--- src/rtl/fuel_gauge_pkg.sv ---
`default_nettype none
// +------------------------------------------------------------------+
// | Package : fuel_pkg                                               |
// | Shared state encoding and default constants for the fuel gauge.  |
// | Rev 1.0 : initial release                                        |
// +------------------------------------------------------------------+
package fuel_pkg;

  typedef enum logic [1:0] {
    IDLE  = 2'd0,
    RUN   = 2'd1,
    LOW   = 2'd2,
    EMPTY = 2'd3
  } fuel_state_t;

  localparam int c_fuel_max     = 99;
  localparam int c_low_thresh   = 20;
  localparam int c_refuel_amt   = 25;
  localparam int c_crash_pen    = 10;
  localparam int c_blink_cycles = 12_500_000;

endpackage : fuel_pkg
`default_nettype wire

--- src/rtl/fuel_gauge_if.sv ---
`default_nettype none
// +------------------------------------------------------------------+
// | Interface : fuel_gauge_if                                        |
// | Game-side control pulses in, display/status signals out.         |
// | Rev 1.0 : initial release                                        |
// +------------------------------------------------------------------+
interface fuel_gauge_if;

  logic       start_game;
  logic       fuel_tick;
  logic       refuel;
  logic       crash;
  logic       pause;
  logic [6:0] fuel_level;
  logic [3:0] fuel_tens;
  logic [3:0] fuel_ones;
  logic       fuel_low;
  logic       low_blink;
  logic       fuel_empty;
  logic       game_over;

  // Game controller / tick generator side
  modport master (
    output start_game, fuel_tick, refuel, crash, pause,
    input  fuel_level, fuel_tens, fuel_ones, fuel_low, low_blink,
           fuel_empty, game_over
  );

  // Fuel gauge side
  modport slave (
    input  start_game, fuel_tick, refuel, crash, pause,
    output fuel_level, fuel_tens, fuel_ones, fuel_low, low_blink,
           fuel_empty, game_over
  );

endinterface : fuel_gauge_if
`default_nettype wire

--- src/rtl/fuel_gauge_bin2bcd99.sv ---
`default_nettype none
// +------------------------------------------------------------------+
// | Module : bin2bcd99                                               |
// | Combinational binary (0..99) to two-digit BCD conversion.       |
// | Rev 1.0 : initial release                                        |
// +------------------------------------------------------------------+
module bin2bcd99 (
  input  wire logic [6:0] bin_i,
  output logic      [3:0] tens_o,
  output logic      [3:0] ones_o
);

  // Tens digit is the largest multiple of ten not above the input;
  // ones is the remainder. Inputs above 99 are never presented.
  always_comb begin
    tens_o = 4'd0;
    for (int i = 1; i <= 9; i++) begin
      if (bin_i >= 7'(10 * i)) tens_o = 4'(i);
    end
    ones_o = 4'(bin_i - (7'(tens_o) * 7'd10));
  end

endmodule : bin2bcd99
`default_nettype wire

--- src/rtl/fuel_gauge.sv ---
`default_nettype none
// +------------------------------------------------------------------+
// | Module : fuel_gauge                                              |
// | Player fuel level: tick consumption, refuel/crash adjustment,    |
// | low/empty flags, BCD display digits, low-fuel blink, game over.  |
// | Rev 1.0 : initial release                                        |
// +------------------------------------------------------------------+
module fuel_gauge
  import fuel_pkg::*;
#(
  parameter int FUEL_MAX     = c_fuel_max,
  parameter int LOW_THRESH   = c_low_thresh,
  parameter int REFUEL_AMT   = c_refuel_amt,
  parameter int CRASH_PEN    = c_crash_pen,
  parameter int BLINK_CYCLES = c_blink_cycles
) (
  input  wire logic   clk,
  input  wire logic   resetN,
  fuel_gauge_if.slave bus
);

  localparam int BW = (BLINK_CYCLES > 1) ? $clog2(BLINK_CYCLES) : 1;

  fuel_state_t       state_q, state_d;
  logic [6:0]        level_q, level_d;
  logic [3:0]        tens_q, tens_d;
  logic [3:0]        ones_q, ones_d;
  logic              game_over_q, game_over_d;
  logic              blink_q;
  logic [BW-1:0]     blink_cnt_q;
  logic signed [8:0] level_sum_d;

  // Digits are converted from the next level so they land on the same
  // edge as the binary value.
  bin2bcd99 u_bcd (
    .bin_i  (level_d),
    .tens_o (tens_d),
    .ones_o (ones_d)
  );

  // Next level and next state: start_game dominates, otherwise RUN/LOW
  // apply the summed delta with a clamp; IDLE and EMPTY hold.
  always_comb begin
    state_d     = state_q;
    level_d     = level_q;
    game_over_d = 1'b0;
    level_sum_d = '0;
    if (bus.start_game) begin
      level_d = 7'(FUEL_MAX);
      state_d = RUN;
    end else if (state_q == RUN || state_q == LOW) begin
      level_sum_d = $signed({2'b00, level_q});
      if (bus.refuel)
        level_sum_d = level_sum_d + $signed(9'(REFUEL_AMT));
      if (bus.crash)
        level_sum_d = level_sum_d - $signed(9'(CRASH_PEN));
      if (bus.fuel_tick && !bus.pause)
        level_sum_d = level_sum_d - 9'sd1;

      if (level_sum_d[8])
        level_d = 7'd0;
      else if (level_sum_d > $signed(9'(FUEL_MAX)))
        level_d = 7'(FUEL_MAX);
      else
        level_d = level_sum_d[6:0];

      if (level_d == 7'd0) begin
        state_d     = EMPTY;
        game_over_d = 1'b1;
      end else if (level_d <= 7'(LOW_THRESH)) begin
        state_d = LOW;
      end else begin
        state_d = RUN;
      end
    end
  end

  // State, level, digits and game-over pulse registers.
  always_ff @(posedge clk or negedge resetN) begin
    if (!resetN) begin
      state_q     <= IDLE;
      level_q     <= 7'd0;
      tens_q      <= 4'd0;
      ones_q      <= 4'd0;
      game_over_q <= 1'b0;
    end else begin
      state_q     <= state_d;
      level_q     <= level_d;
      tens_q      <= tens_d;
      ones_q      <= ones_d;
      game_over_q <= game_over_d;
    end
  end

  // Blink runs only while staying in LOW; entry, exit and any other
  // state clear both the counter and the blink output.
  always_ff @(posedge clk or negedge resetN) begin
    if (!resetN) begin
      blink_cnt_q <= '0;
      blink_q     <= 1'b0;
    end else if (state_q != LOW || state_d != LOW) begin
      blink_cnt_q <= '0;
      blink_q     <= 1'b0;
    end else if (blink_cnt_q == BW'(BLINK_CYCLES - 1)) begin
      blink_cnt_q <= '0;
      blink_q     <= ~blink_q;
    end else begin
      blink_cnt_q <= blink_cnt_q + 1'b1;
    end
  end

  assign bus.fuel_level = level_q;
  assign bus.fuel_tens  = tens_q;
  assign bus.fuel_ones  = ones_q;
  assign bus.fuel_low   = (state_q == LOW);
  assign bus.low_blink  = blink_q;
  assign bus.fuel_empty = (state_q == EMPTY);
  assign bus.game_over  = game_over_q;

endmodule : fuel_gauge
`default_nettype wire

--- src/flat_wrapper.sv ---
// flat-port wrapper written by rule: the top's interface ports become plain ports
module fuel_gauge_flat import fuel_pkg::*;
#(
  parameter int FUEL_MAX     = c_fuel_max,
  parameter int LOW_THRESH   = c_low_thresh,
  parameter int REFUEL_AMT   = c_refuel_amt,
  parameter int CRASH_PEN    = c_crash_pen,
  parameter int BLINK_CYCLES = c_blink_cycles
)
  (clk, resetN, bus_start_game, bus_fuel_tick, bus_refuel, bus_crash, bus_pause, bus_fuel_level, bus_fuel_tens, bus_fuel_ones, bus_fuel_low, bus_low_blink, bus_fuel_empty, bus_game_over);
  fuel_gauge_if bus_i ();
  input  wire logic clk;
  input  wire logic resetN;
  input wire logic [$bits(bus_i.start_game)-1:0] bus_start_game;
  input wire logic [$bits(bus_i.fuel_tick)-1:0] bus_fuel_tick;
  input wire logic [$bits(bus_i.refuel)-1:0] bus_refuel;
  input wire logic [$bits(bus_i.crash)-1:0] bus_crash;
  input wire logic [$bits(bus_i.pause)-1:0] bus_pause;
  output wire logic [$bits(bus_i.fuel_level)-1:0] bus_fuel_level;
  output wire logic [$bits(bus_i.fuel_tens)-1:0] bus_fuel_tens;
  output wire logic [$bits(bus_i.fuel_ones)-1:0] bus_fuel_ones;
  output wire logic [$bits(bus_i.fuel_low)-1:0] bus_fuel_low;
  output wire logic [$bits(bus_i.low_blink)-1:0] bus_low_blink;
  output wire logic [$bits(bus_i.fuel_empty)-1:0] bus_fuel_empty;
  output wire logic [$bits(bus_i.game_over)-1:0] bus_game_over;
  assign bus_i.start_game = bus_start_game;
  assign bus_i.fuel_tick = bus_fuel_tick;
  assign bus_i.refuel = bus_refuel;
  assign bus_i.crash = bus_crash;
  assign bus_i.pause = bus_pause;
  assign bus_fuel_level = bus_i.fuel_level;
  assign bus_fuel_tens = bus_i.fuel_tens;
  assign bus_fuel_ones = bus_i.fuel_ones;
  assign bus_fuel_low = bus_i.fuel_low;
  assign bus_low_blink = bus_i.low_blink;
  assign bus_fuel_empty = bus_i.fuel_empty;
  assign bus_game_over = bus_i.game_over;
  fuel_gauge #(.FUEL_MAX(FUEL_MAX), .LOW_THRESH(LOW_THRESH), .REFUEL_AMT(REFUEL_AMT), .CRASH_PEN(CRASH_PEN), .BLINK_CYCLES(BLINK_CYCLES)) u_core (.clk(clk), .resetN(resetN), .bus(bus_i));
endmodule
--- config.mk ---
export PLATFORM = sky130hd
export DESIGN_NAME = fuel_gauge_flat
export DESIGN_NICKNAME = d
export VERILOG_FILES = /design/src/rtl/fuel_gauge_pkg.sv /design/src/rtl/fuel_gauge_if.sv /design/src/rtl/fuel_gauge_bin2bcd99.sv /design/src/rtl/fuel_gauge.sv /design/src/flat_wrapper.sv
export SDC_FILE = /design/constraint.sdc
export NUM_CORES = 1
export LEC_CHECK = 0
export CAP_MARGIN = 15
export CORE_UTILIZATION = 42
export CTS_BUF_LIST = sky130_fd_sc_hd__clkbuf_8 sky130_fd_sc_hd__clkbuf_16
export DETAILED_ROUTE_END_ITERATION = 7
export PLACE_DENSITY = 0.66
export SLEW_MARGIN = 20
export SYNTH_ARGS = -nofsm -noshare
export SYNTH_HDL_FRONTEND = slang
export SYNTH_SLANG_ARGS = --single-unit
--- constraint.sdc ---
create_clock -name clk -period 5.53 [get_ports clk]
set_input_delay 1.106 -clock clk [delete_from_list [all_inputs] [get_ports clk]]
set_output_delay 1.106 -clock clk [all_outputs]
set_load 0.01 [all_outputs]
# Yosys cells after proc, flatten, opt, wreduce, memory -nomap -nowiden
# Index checks and enable logic that the tools add are counted.
# word_totals
register_bits,43
output_inout_bits,19
input_bits,7
word_cells,72
# op_classes
addsub,5
n_reduce_logical,6
muxes,35
n_bitwise,1
n_eq_ne,6
magnitude_cmp,11
multipliers,1
# op_table
operator,n
2-to-1 mux 9 bit,9
2-to-1 mux 24 bit,2
2-to-1 mux 7 bit,6
2-to-1 mux 4 bit,8
adder 24 x 1 -> 24 bit (second input constant),1
equality test 24 bit (second input constant),1
greater-or-equal comparator 7 x 6 -> 1 bit (second input constant),3
greater-or-equal comparator 7 bit (second input constant),3
greater-or-equal comparator 7 x 5 -> 1 bit (second input constant),2
greater-than comparator 9 x 8 -> 1 bit (second input constant),1
subtractor 9 x 2 -> 9 bit (second input constant),1
subtractor 9 x 5 -> 9 bit (second input constant),1
adder 7 x 5 -> 8 bit (second input constant),1
2-to-1 mux 2 bit,4
greater-or-equal comparator 7 x 4 -> 1 bit (second input constant),1
<= comparator 7 x 5 -> 1 bit (second input constant),1
logical NOT 7 bit,1
2-to-1 mux 1 bit,6
equality test 2 bit (second input constant),2
multiplier 4 x 3 -> 3 bit (second input constant),1
inequality test 2 bit (second input constant),2
subtractor 4 bit,1
equality test 2 x 1 -> 1 bit (second input constant),1
logical OR 1 bit,2
other kinds (4),4

# Logic depth before layout (Yosys ltp)
# Gate-level depths: netlist of run 1.
# depth
ltp_word,31
mapped_depth,21
depth_no_buf,21

# By module
# From an unflattened synthesis of run 1, not the netlist that was laid out.
# hier_totals
hier_cells,344
area_unflattened_um2,3274.4
# by_module_without_submodules
module,cells_per_inst,area_per_inst_um2,n_inst,seq_area_each_um2
fuel_gauge,306,3042.9,1,1076.0
bin2bcd99,38,231.5,1,0.0

# Worst setup path before layout of run 1
# OpenSTA, ideal clock, no wires.
# synth_path
path_kind,input -> register
start,input bus_refuel
end,register u_core.ones_q[3] (netlist: u_core.bus.fuel_ones[3])
cell_stages,18
required_time_ns,5.407
path_slack_ns,0.060
t_arrival_ns,5.348
n_path_buf,2
setup_ns,0.123
path_cell_list,buf_2 mux2_2 inv_1 ha_1 o2111ai_1 xor2_1 or4_1 and3b_1 clkbuf_1 a41o_2 a21boi_2 or4_1 o211a_2 ha_1 fa_1 xor2_1 xnor2_1 xnor2_1
# synth_between
elab_chain_len,30
elab_cells_between_ends,38
classes_between,3 x add/sub; 1 x mul; 10 x order compare; 24 x mux
# synth_rtl
element,line_no,rtl
start: declaration,flat_wrapper.sv:16,input wire logic [$bits(bus_i.refuel)-1:0] bus_refuel;
2-to-1 mux 9 bit (*),fuel_gauge.sv:53,if (bus.refuel)
2-to-1 mux 9 bit (*),fuel_gauge.sv:51,end else if (state_q == RUN || state_q == LOW) begin
2-to-1 mux 9 bit (*),fuel_gauge.sv:48,if (bus.start_game) begin
subtractor 9 x 5 -> 9 bit,fuel_gauge.sv:56,level_sum_d = level_sum_d - $signed(9'(CRASH_PEN));
2-to-1 mux 9 bit (*),fuel_gauge.sv:55,if (bus.crash)
2-to-1 mux 9 bit (*),fuel_gauge.sv:51,
2-to-1 mux 9 bit (*),fuel_gauge.sv:48,
subtractor 9 x 2 -> 9 bit,fuel_gauge.sv:58,level_sum_d = level_sum_d - 9'sd1;
(+10 left out),-,
net u_core.level_d[3],fuel_gauge.sv:25,"logic [6:0] level_q, level_d;"
greater-or-equal comparator 7 x 4 -> 1 bit,fuel_gauge_bin2bcd99.sv:18,if (bin_i >= 7'(10 * i)) tens_o = 4'(i);
2-to-1 mux 1 bit,fuel_gauge_bin2bcd99.sv:18,
2-to-1 mux 4 bit (7 in series),fuel_gauge_bin2bcd99.sv:18,
2-to-1 mux 4 bit (*),fuel_gauge_bin2bcd99.sv:18,
net u_core.tens_d[0],fuel_gauge.sv:26,"logic [3:0] tens_q, tens_d;"
multiplier 4 x 3 -> 3 bit (*),fuel_gauge_bin2bcd99.sv:20,ones_o = 4'(bin_i - (7'(tens_o) * 7'd10));
subtractor 4 bit (*),fuel_gauge_bin2bcd99.sv:20,
net u_core.ones_d[3],fuel_gauge.sv:27,"logic [3:0] ones_q, ones_d;"
end signal: assignment,fuel_gauge.sv:90,ones_q <= ones_d;
end: declaration,fuel_gauge.sv:27,
# Mark *: on every way through the listed nets, which the timed path passes. The rest lies on a longest branch. The select of a mux whose other input is x is not followed.
# A chain may end at the register's enable or synchronous reset.

# Worst setup path in the final report of run 1
# layout_path
start,input bus_crash
end,register u_core.ones_q[3] (netlist: u_core.bus.fuel_ones[3])
# layout_between
elab_chain_len,26
elab_cells_between_ends,34
classes_between,2 x add/sub; 1 x mul; 10 x order compare; 21 x mux
# layout_rtl
element,line_no,rtl
start: declaration,flat_wrapper.sv:17,input wire logic [$bits(bus_i.crash)-1:0] bus_crash;
2-to-1 mux 9 bit (*),fuel_gauge.sv:55,
2-to-1 mux 9 bit (*),fuel_gauge.sv:51,
2-to-1 mux 9 bit (*),fuel_gauge.sv:48,
subtractor 9 x 2 -> 9 bit,fuel_gauge.sv:58,
2-to-1 mux 9 bit (*),fuel_gauge.sv:57,if (bus.fuel_tick && !bus.pause)
2-to-1 mux 9 bit (*),fuel_gauge.sv:51,
2-to-1 mux 9 bit (*),fuel_gauge.sv:48,
greater-than comparator 9 x 8 -> 1 bit,fuel_gauge.sv:62,else if (level_sum_d > $signed(9'(FUEL_MAX)))
(+6 left out),-,
net u_core.level_d[3],fuel_gauge.sv:25,
greater-or-equal comparator 7 x 4 -> 1 bit,fuel_gauge_bin2bcd99.sv:18,
2-to-1 mux 1 bit,fuel_gauge_bin2bcd99.sv:18,
2-to-1 mux 4 bit (7 in series),fuel_gauge_bin2bcd99.sv:18,
2-to-1 mux 4 bit (*),fuel_gauge_bin2bcd99.sv:18,
net u_core.tens_d[0],fuel_gauge.sv:26,
multiplier 4 x 3 -> 3 bit (*),fuel_gauge_bin2bcd99.sv:20,
subtractor 4 bit (*),fuel_gauge_bin2bcd99.sv:20,
net u_core.ones_d[3],fuel_gauge.sv:27,
# Marks and branches as above.

==> run metrics, run 1 <==
LEAKAGE=1.59 nW; initial core utilization=43.6%; number of distinct library cells after synthesis=68; Max Cap Viol=0; Peak Freq=0.193 GHz; final slew viol count=0; Post-Layout Inst Area=3820 µm²; H-Tree Depth=2; syn_nets=333; vias in the first global route=2470; ys async rst share=100%; gr ovfl total=0; status=completed; placed instance area=3640 µm²; Antenna Cells=0; CP bufs+invs=3; VDD IR max=0.391 mV; unrepaired setup endpoints after global routing=no; Vias/cell=5.38; setup bufs post-CTS=0; Initial DRC Count=between 60 and 70; CP required=5750 ps; P&R area growth vs syn=28.4%; Routed wire per std cell=13.9 µm; count of input and output buffers=25; ys flop type=dfrtp_1; largest net degree at the start of global routing=43; clock skew=12.4 ps; flops & latches, synth=42; CTS Sinks=42; Reg area=1050 µm²; CP Cell Sequence=clkdlybuf4s50_1, buf_4, nand2b_1, or3_1, a31oi_2, nand4b_1, xor2_2, buf_4, a41o_2, a21boi_2, or4_1, o211a_2, ha_1, fa_1, xor2_1, xnor2_1, xnor2_1; top post-synthesis cells by area=dfrtp_1, xor2_1, nor2_1, xnor2_1, ha_1; Final ANT Viol Nets=0; first-pass GRT wire length=11.5 mm; worst reg-to-reg path cell count=19; worst-margin pin slew=922 ps; HP Class=reg -> reg; CP delay by family, top=simple AND/OR/NAND/NOR gates; Final Hold Fails=0; Tcrit/Tclk final=between 90 and 100%; Pre-Repair DR Iteration Count=4; Post-synth EDFFs=0; Hold Crit Depth=1; die area=7430 µm²; clk slew on worst S/H paths=approximately 80 ps; fraction of layout cells with a size suffix above 1=23.5%; Worst setup SP type=primary input; final setup fails=0; Max clock buf depth=2; pwr/cell area=approximately 650 nW/µm²; pre-CTS WS=-430 ps; Crit Path Max Fanout=8; Die Width=86.2 µm; CP max stage delay=570 ps; vias=between 2000 and 3000; Ports=26; Yosys top cell area share=a little over a third; GR Util All Layers=about a fifth; Worst-Skew Late Latency=roughly 300 ps; initial antenna violation count=0; Critical Path End Type=register; Final Net Count=401; launch point of the worst path=bus_crash; setup ws final=roughly 350 ps; FF-to-FF setup slack=between 500 and 600 ps; Final GP Congestion=0.839; CP Class=in -> reg; final WL=6.69 mm; Multi-input gate area=1890 µm²; Yosys warnings=0; crit path to=u_core.bus.fuel_ones[3]; Clk Tree Root Cell=clkbuf_8; dominant cell type by area after synthesis=dfrtp_1; half-perimeter wire length after placement=approximately 5.1 mm; drt drc=0; min Tclk post-route=roughly 5200 ps; Mapped Area=2980 µm²; Mapped Avg Cell Area=9.36 µm²; Worst R2R Start=u_core.bus.fuel_level[0]; cells after synthesis=~320; Num CTS Buffers=5; CTS tree=done; WP depth=17; sequential area share after synthesis=around a third; normalized max-slew margin=38.5%; reg2reg end=u_core.bus.fuel_ones[3]; Critical Path AT=5400 ps; DIE HEIGHT=86.2 µm; Core ar.=6830 µm²; Crit-path slowest cell=clkdlybuf4s50_1; fillers=626; # rows=30
-- synthesized netlist by cell type (2+ instances only) --
cell,count
dfrtp_1,42
nor2_1,40
xor2_1,24
nand2_1,19
nand3_1,15
xnor2_1,15
and3_1,11
clkbuf_1,9
inv_1,9
nand2b_1,8
nand4_1,8
a21oi_1,7
and2_1,7
ha_1,7
o21ai_0,7
nor3_1,5
o211ai_1,4
a21boi_0,3
a31oi_1,3
and3b_1,3
nor2b_1,3
o21a_1,3
o22ai_1,3
or3_1,3
or4_1,3
a211oi_1,2
a21o_1,2
a221o_1,2
a221oi_1,2
a41oi_1,2
and3_4,2
buf_6,2
mux2_2,2
nand3b_1,2
o2111ai_1,2
o21ai_1,2
o311a_1,2
or2_1,2
or2_2,2
-- cells by family after synthesis --
family	after synthesis	share of synthesized area, %
AND/OR/NAND/NOR	141	26.0
XOR/XNOR	40	12.0
AO/OA/AOI/OAI	63	18.9
flip-flops	42	35.3
multiplexers	2	0.757
adder cells (fa/ha/maj)	8	3.61
buffers and inverters	22	3.45
-- where the power goes --
part	switching, W	internal, W	leakage (nW)	total [W]
registers	0.0000666	0.000368	0.549	0.000434
clock network	0.000107	0.000133	0.0556	0.000239
logic	0.000869	0.000933	0.988	0.00180
-- worst min path at each step --
stage | slack [ps] | end | from
2_1_floorplan | 450 | u_core.blink_cnt_q[0] | u_core.blink_cnt_q[0]
3_3_place_gp | 470 | u_core.blink_cnt_q[0] | u_core.blink_cnt_q[0]
4_1_cts | 490 | u_core.blink_cnt_q[0] | u_core.blink_cnt_q[0]
3_5_place_dp | 480 | u_core.blink_cnt_q[0] | u_core.blink_cnt_q[0]
6_report | 490 | u_core.blink_cnt_q[0] | u_core.blink_cnt_q[0]
5_1_grt | 510 | u_core.blink_cnt_q[0] | u_core.blink_cnt_q[0]
-- routing by layer --
| metal | wire length (µm) | vias to the layer above | GRT usage, % | share of wire (%) |
|---|---|---|---|---|
| met2 | 3180 | 39 | 32.0 | 47 |
| met3 | 151 | 10 | 2.95 | 2.3 |
| met4 | 98 | 0 | 5.00 | 1.5 |
| met1 | 3270 | 1256 | 26.1 | 49 |
| met5 | 0 | - | 0 | 0 |
| li1 | - | 1293 | - | - |
-- what timing repair did --
item	CTS	global route
endpoints found under the setup margin	1	1
hold buffers	0	0
pin swaps	0	1
gates resized for setup	9	5
-- area by class of cell --
cell class / instances / area share, %
sequential: 42 / 27.5
multi-input combinational: 254 / 49.5
clock buffer: 5 / 1.80
timing repair buffer: 74 / 16.1
tap: 96 / 3.14
inverter: 9 / 0.884
clock inverter: 3 / 1.08
-- cell usage in the layout, fill, tap and decap left out, types with 10 or more instances in the layout --
cell type        instances
and3_1                  11
clkdlybuf4s50_1         23
xor2_1                  23
nand3_1                 15
dfrtp_1                 42
buf_4                   49
nor2_1                  40
xnor2_1                 13
inv_1                   10
nand2_1                 19
-- flip-flops by register name (all words and copies together) (netlist names) --
signal / flops
u_core.bus.fuel_level: 7
u_core.bus.game_over: 1
u_core.bus.low_blink: 1
u_core.state_q: 2
u_core.blink_cnt_q: 24
u_core.bus.fuel_ones: 3
u_core.bus.fuel_tens: 4
-- per-stage QoR --
stage               setup TNS (ps)  std cells  util [%]  hold slack, ps  power [W]
CTS                              0        483      55.6             492    0.00246
floorplan                        0        318         -             455    0.00150
global route                     0        483      55.9             514    0.00267
detailed placement            -552        475      53.3             480    0.00216
finish                           0        483      55.9             489    0.00248
global placement              -413        475      53.3             470    0.00215
No activity file was read; power rests on OpenSTA's default activity.
==> run 2: changes to the inputs <==
--- a/config.mk
+++ b/config.mk
@@ -9,7 +9,9 @@
 export CORE_UTILIZATION = 42
 export CTS_BUF_LIST = sky130_fd_sc_hd__clkbuf_8 sky130_fd_sc_hd__clkbuf_16
 export DETAILED_ROUTE_END_ITERATION = 7
+export GPL_TIMING_DRIVEN = 0
 export PLACE_DENSITY = 0.66
+export SETUP_SLACK_MARGIN = 0.02
 export SLEW_MARGIN = 20
 export SYNTH_ARGS = -nofsm -noshare
 export SYNTH_HDL_FRONTEND = slang
==> run metrics, run 2 (synthesis gave the netlist of run 1 again) <==
status=completed; # rows=30 (unchanged); vias=2553 (-1.7%); fraction of layout cells with a size suffix above 1=19.6% (-3.9 points); Crit-path slowest cell=or4_1; largest net degree at the start of global routing=29 (-33%); Largest register FFs=24 (unchanged); Max Cap Viol=0 (unchanged); metal2 WL=3.26 mm (+2.5%); DIE HEIGHT=86.2 µm (unchanged); clock skew=4.71 ps (-7.70 ps); pre-CTS WS=-1080 ps (-647 ps); HP Class=reg -> reg; CTS tree=done; P&R area growth vs syn=25.3%; final WL=6.74 mm (+0.72%); half-perimeter wire length after placement=4.78 mm (-5.7%); Routed wire per std cell=14.5 µm (+4.8%); Clk Tree Root Cell=clkbuf_8; count of input and output buffers=25 (unchanged); Initial DRC Count=121 (+86%); CP Class=in -> reg; Final ANT Viol Nets=0 (unchanged); most frequent cells in the layout=dfrtp_1, nor2_1, xor2_1, clkdlybuf4s50_1, nand2_1; CP bufs+invs=4 (+1); total negative setup slack=0 ps (unchanged); Final Hold Fails=0 (unchanged); VDD IR max=0.356 mV (-8.9%); clk slew on worst S/H paths=80 ps (about the same); Ports=26 (unchanged); gr ovfl total=0 (unchanged); hold buffer count at cts=0 (unchanged); Core ar.=6830 µm² (unchanged); Clk network pwr share=9.2% (-0.5 points); CP required=5750 ps (about the same); final setup fails=0 (unchanged); CTS Sinks=42 (unchanged); unrepaired setup endpoints after global routing=no; Top Layer Used=met4; min Tclk post-route=5300 ps (+114 ps); Met1 Routed Length=3.22 mm (-1.5%); Final Net Count=382 (-4.7%); vias in the first global route=2436 (-1.4%); combinational power share=71.8% (-1.0 points); die area=7430 µm² (unchanged); Die Width=86.2 µm (unchanged); drt drc=0 (unchanged); switching power=0.00103 W (-1.6%); CP max stage delay=510 ps (-60 ps); CP delay by family, top=simple AND/OR/NAND/NOR gates; normalized max-slew margin=58.0% (+19 points); Pint=0.00123 W (-14%); Final GP Congestion=0.821 (-2.1%); setup ws final=235 ps (-114 ps); Pre-Repair DR Iteration Count=4 (unchanged); metal3 WL=205 µm (+36%); initial antenna violation count=0 (unchanged); Critical Path End Type=register; H-Tree Depth=2 (unchanged); switching fraction of total power=45.5% (+3.4 points); initial core utilization=43.6% (unchanged); Crit Path Max Fanout=10 (+2); commonest non-fill, non-tap cell in the layout=dfrtp_1; Num CTS Buffers=5 (unchanged); Critical Path AT=5520 ps (+120 ps); Tcrit/Tclk final=95.8% (+2.1 points); pwr/cell area=605 nW/µm² (-6.7%); Max clock buf depth=2 (unchanged); Flop pwr share=19.0% (+1.5 points); worst-margin pin slew=624 ps (-298 ps); first-pass GRT wire length=11.3 mm (-0.97%); LEAKAGE=1.51 nW (-5.5%); Worst-Skew Late Latency=290 ps (about the same); final slew viol count=0 (unchanged); Peak Freq=0.189 GHz (-2.2%); Antenna Cells=0 (unchanged); Worst setup SP type=primary input; Vias/cell=5.50 (+2.3%); Largest Register=u_core.blink_cnt_q; GR Util All Layers=19.2% (about the same); Top cell by count, worst path=xnor2_1; CP Cell Sequence=clkbuf_2, buf_6, mux2_4, inv_2, ha_4, buf_12, o2111ai_4, a221o_1, or4_4, and3b_2, a41o_2, a21boi_2, or4_1, o211a_2, ha_1, fa_1, xor2_1, xnor2_1, xnor2_1
-- run 2: changes by cell type in the layout (fill, tap and decap cells not counted), sizes merged --
cell and delta:
clkinv +1, clkbuf +9, clkdlybuf4s50 -1, buf -26, bufinv -1, inv -1
-- run 2: worst register-to-register path: cells and delay by family (launching register included) --
family / cells / cell delay, ps
adder cells (fa/ha/maj): 3 / 880
XOR/XNOR: 5 / 1410
flip-flops: 1 / 520
AND/OR/NAND/NOR: 6 / 1780
AO/OA/AOI/OAI: 3 / 490
-- run 2: path summary, 6_finish.rpt --
check                                          from                      end  slack (ps)  cells after the start
max                                      bus_refuel  u_core.bus.fuel_ones[3]         230                     19
min                           u_core.blink_cnt_q[0]    u_core.blink_cnt_q[0]         500                      1
max reg2reg                u_core.bus.fuel_level[1]  u_core.bus.fuel_ones[3]         360                     17
min reg2reg                   u_core.blink_cnt_q[0]    u_core.blink_cnt_q[0]         500                      1
max in group asynchronous                    resetN    u_core.blink_cnt_q[9]        4320                      2
min in group asynchronous                    resetN   u_core.blink_cnt_q[20]         730                      1
-- run 2: cell type report --
type,count,area (µm²)
repair buffers,43,403
multi-input cells,254,1950
flip-flops and latches,42,1050
plain buffers,12,75.1
fillers,632,3100
inverters,9,33.8
clock inverters,2,12.5
well taps,96,120
clock buffers,6,82.6
-- run 2: what timing repair did --
| item | in CTS | in global routing |
|---|---|---|
| pin swaps | 3 | 9 |
| endpoints found under the hold margin | 0 | 0 |
| endpoints found under the setup margin | 3 | 2 |
| buffers inserted | 9 | 8 |
| gates resized for setup | 16 | 16 |
-- run 2: power groups by stage --
stage	clock network [W]	logic [W]	registers, W
after floorplan	0	0.00106	0.000437
final	0.000208	0.00162	0.000428
after global routing	0.000227	0.00178	0.000434
after global placement	0	0.00138	0.000432
after CTS	0.000213	0.00148	0.000427
after detailed placement	0	0.00139	0.000434
-- run 2: layer usage --
layer / global-route usage, % / vias up
met5: 0 / -
met4: 6.67 / 0
met3: 3.05 / 8
met2: 30.0 / 51
met1: 27.0 / 1251
li1: - / 1243
-- run 2: through the flow --
stage / instances / util [%] / instance area (µm²) / hold WS, ps / power (W)
CTS: 457 / 52.7 / 3600 / 497 / 0.00212
detailed placement: 440 / 49.2 / 3360 / 486 / 0.00182
global route: 464 / 54.6 / 3730 / 523 / 0.00244
global placement: 439 / 49.0 / 3350 / 481 / 0.00181
floorplan: 318 / - / 2980 / 455 / 0.00150
finish: 464 / 54.6 / 3730 / 496 / 0.00226
==> run 3: changes to the inputs <==
==> constraint.sdc (replaced) <==
create_clock -name clk -period 5.65 [get_ports clk]
set_input_delay 1.13 -clock clk [delete_from_list [all_inputs] [get_ports clk]]
set_output_delay 1.13 -clock clk [all_outputs]
set_load 0.01 [all_outputs]
==> run metrics, run 3 (synthesis gave the netlist of run 1 again) <==
status=completed; Worst-Skew Late Latency=290 ps (about the same); initial core utilization=43.6% (unchanged); Final Net Count=378 (-1.0%); post-route insts no fill=460 (-0.86%); min Tclk post-route=5370 ps; worst-margin pin slew=587 ps (-36.9 ps); CP Class=in -> reg; vias in the first global route=2440 (+0.16%); Tcrit/Tclk final=95.1%; vias=2518 (-1.4%); Max clock buf depth=2 (unchanged); Vias/cell=5.47 (-0.51%); HP Start=u_core.blink_cnt_q[0]; CTS Sinks=42 (unchanged); HP Class=reg -> reg; Final Util=53.9% (-0.71 points); CP delay by family, top=compound AO/OA/AOI/OAI gates; GR Util All Layers=19.0% (-0.18 points); Critical Path AT=5590 ps (+70 ps); Final Hold Fails=0 (unchanged); count of input and output buffers=25 (unchanged); CP Cell Sequence=clkbuf_2, buf_6, mux2_4, inv_2, ha_4, nand2b_4, xnor2_1, nand4_1, buf_4, buf_4, a2111oi_4, o32ai_4, a41o_2, a21boi_2, or4_1, o211a_2, ha_1, fa_1, xor2_1, xnor2_1, xnor2_1; fillers=627 (-0.79%); Crit Path Max Fanout=10 (unchanged); final slew viol count=0 (unchanged); Reg area=1050 µm² (unchanged); Worst R2R Start=u_core.bus.fuel_level[1]; Largest register FFs=24 (unchanged); VDD IR max=0.316 mV (-11%); commonest non-fill, non-tap cell in the layout=dfrtp_1; Crit-path slowest cell=or4_1; Antenna Cells=0 (unchanged); final WL=6.60 mm (-2.2%); total power=0.00215 W (-4.9%); final setup fails=0 (unchanged); clk slew on worst S/H paths=80 ps (about the same); most frequent cells in the layout=dfrtp_1, nor2_1, xor2_1, clkdlybuf4s50_1, nand2_1; Die Width=86.2 µm (unchanged); Ports=26 (unchanged); Hold Crit Depth=1 (unchanged); first-pass GRT wire length=11.3 mm (-0.73%); P&R area growth vs syn=23.7%; CP bufs+invs=5 (+1); DIE HEIGHT=86.2 µm (unchanged); Peak Freq=0.186 GHz; hold buffer count at cts=0 (unchanged); CP required=5870 ps (+120 ps); unrepaired setup endpoints after global routing=no; CTS tree=done; normalized max-slew margin=60.6% (+2.6 points); die area=7430 µm² (unchanged); Final ANT Viol Nets=0 (unchanged); hold path endpoint=u_core.blink_cnt_q[0]; worst reg-to-reg path cell count=20 (+3); WHS=496 ps (+0.251 ps); fraction of layout cells with a size suffix above 1=18.1% (-1.4 points); Core ar.=6830 µm² (unchanged); clock skew=6.24 ps (+1.54 ps); Num CTS Buffers=5 (unchanged); reg2reg end=u_core.bus.fuel_ones[3]; Worst setup SP type=primary input; pwr/cell area=583 nW/µm² (-3.6%); Final GP Congestion=0.821 (unchanged); Critical Path End Type=register; Routed wire per std cell=14.3 µm (-1.3%); largest net degree at the start of global routing=29 (unchanged); Max Cap Viol=0 (unchanged); # rows=30 (unchanged); Multi-input gate area=1940 µm² (-0.51%); gr ovfl total=0 (unchanged); drt drc=0 (unchanged); Clk Tree Root Cell=clkbuf_8; Pre-Repair DR Iteration Count=4 (unchanged); Largest Register=u_core.blink_cnt_q; placed insts=440 (unchanged); Top cell by count, worst path=xnor2_1; CP max stage delay=510 ps (about the same); Initial DRC Count=95 (-21%); FF-to-FF setup slack=500 ps (+140 ps); initial antenna violation count=0 (unchanged); LEAKAGE=1.48 nW (-2.0%); half-perimeter wire length after placement=4.78 mm (unchanged); H-Tree Depth=2 (unchanged)
[run 3: timing repair]
action,4_1_cts,5_1_grt
setup buffers,9,4
setup endpoints to repair,2,2
cloned,0,0
pin swaps,3,7
resized for setup,13,19
[run 3: through the flow]
stage / area [µm²] / setup slack [ps] / TNS, ps
detailed placement: 3360 / -980 / -1910
CTS: 3590 / 44.6 / 0
floorplan: 2980 / 156 / 0
global placement: 3350 / -933 / -1780
global route: 3680 / 17.5 / 0
finish: 3680 / 277 / 0
[run 3: layer usage]
metal,global-route usage [%],share of wire (%),vias to the layer above
met2,29.9,49,52
li1,-,-,1234
met3,3.05,2.8,8
met4,6.67,0.73,0
met5,0,0,-
met1,26.5,48,1224
[run 3: power breakdown]
group	switching, W	internal, W
Combinational	0.000820	0.000704
Sequential	0.0000590	0.000360
Clock	0.000104	0.0000982
[run 3: how the worst max path moves through the flow]
stage               startpoint                      end  slack, ps  cells past startpoint
floorplan           bus_refuel  u_core.bus.fuel_ones[3]        160                     18
global placement    bus_refuel  u_core.bus.fuel_ones[3]       -930                     20
detailed placement  bus_refuel  u_core.bus.fuel_ones[3]       -980                     20
CTS                 bus_refuel  u_core.bus.fuel_ones[3]         40                     20
global route        bus_refuel  u_core.bus.fuel_ones[3]         20                     22
finish              bus_refuel  u_core.bus.fuel_ones[3]        280                     21
[run 3: area by class of cell]
type,count,area share [%]
tap,96,3.26
buffer,12,2.14
clock buffer,6,2.24
clock inverter,2,0.340
timing repair buffer,39,9.79
inverter,9,0.917
multi-input combinational,254,52.8
sequential,42,28.5
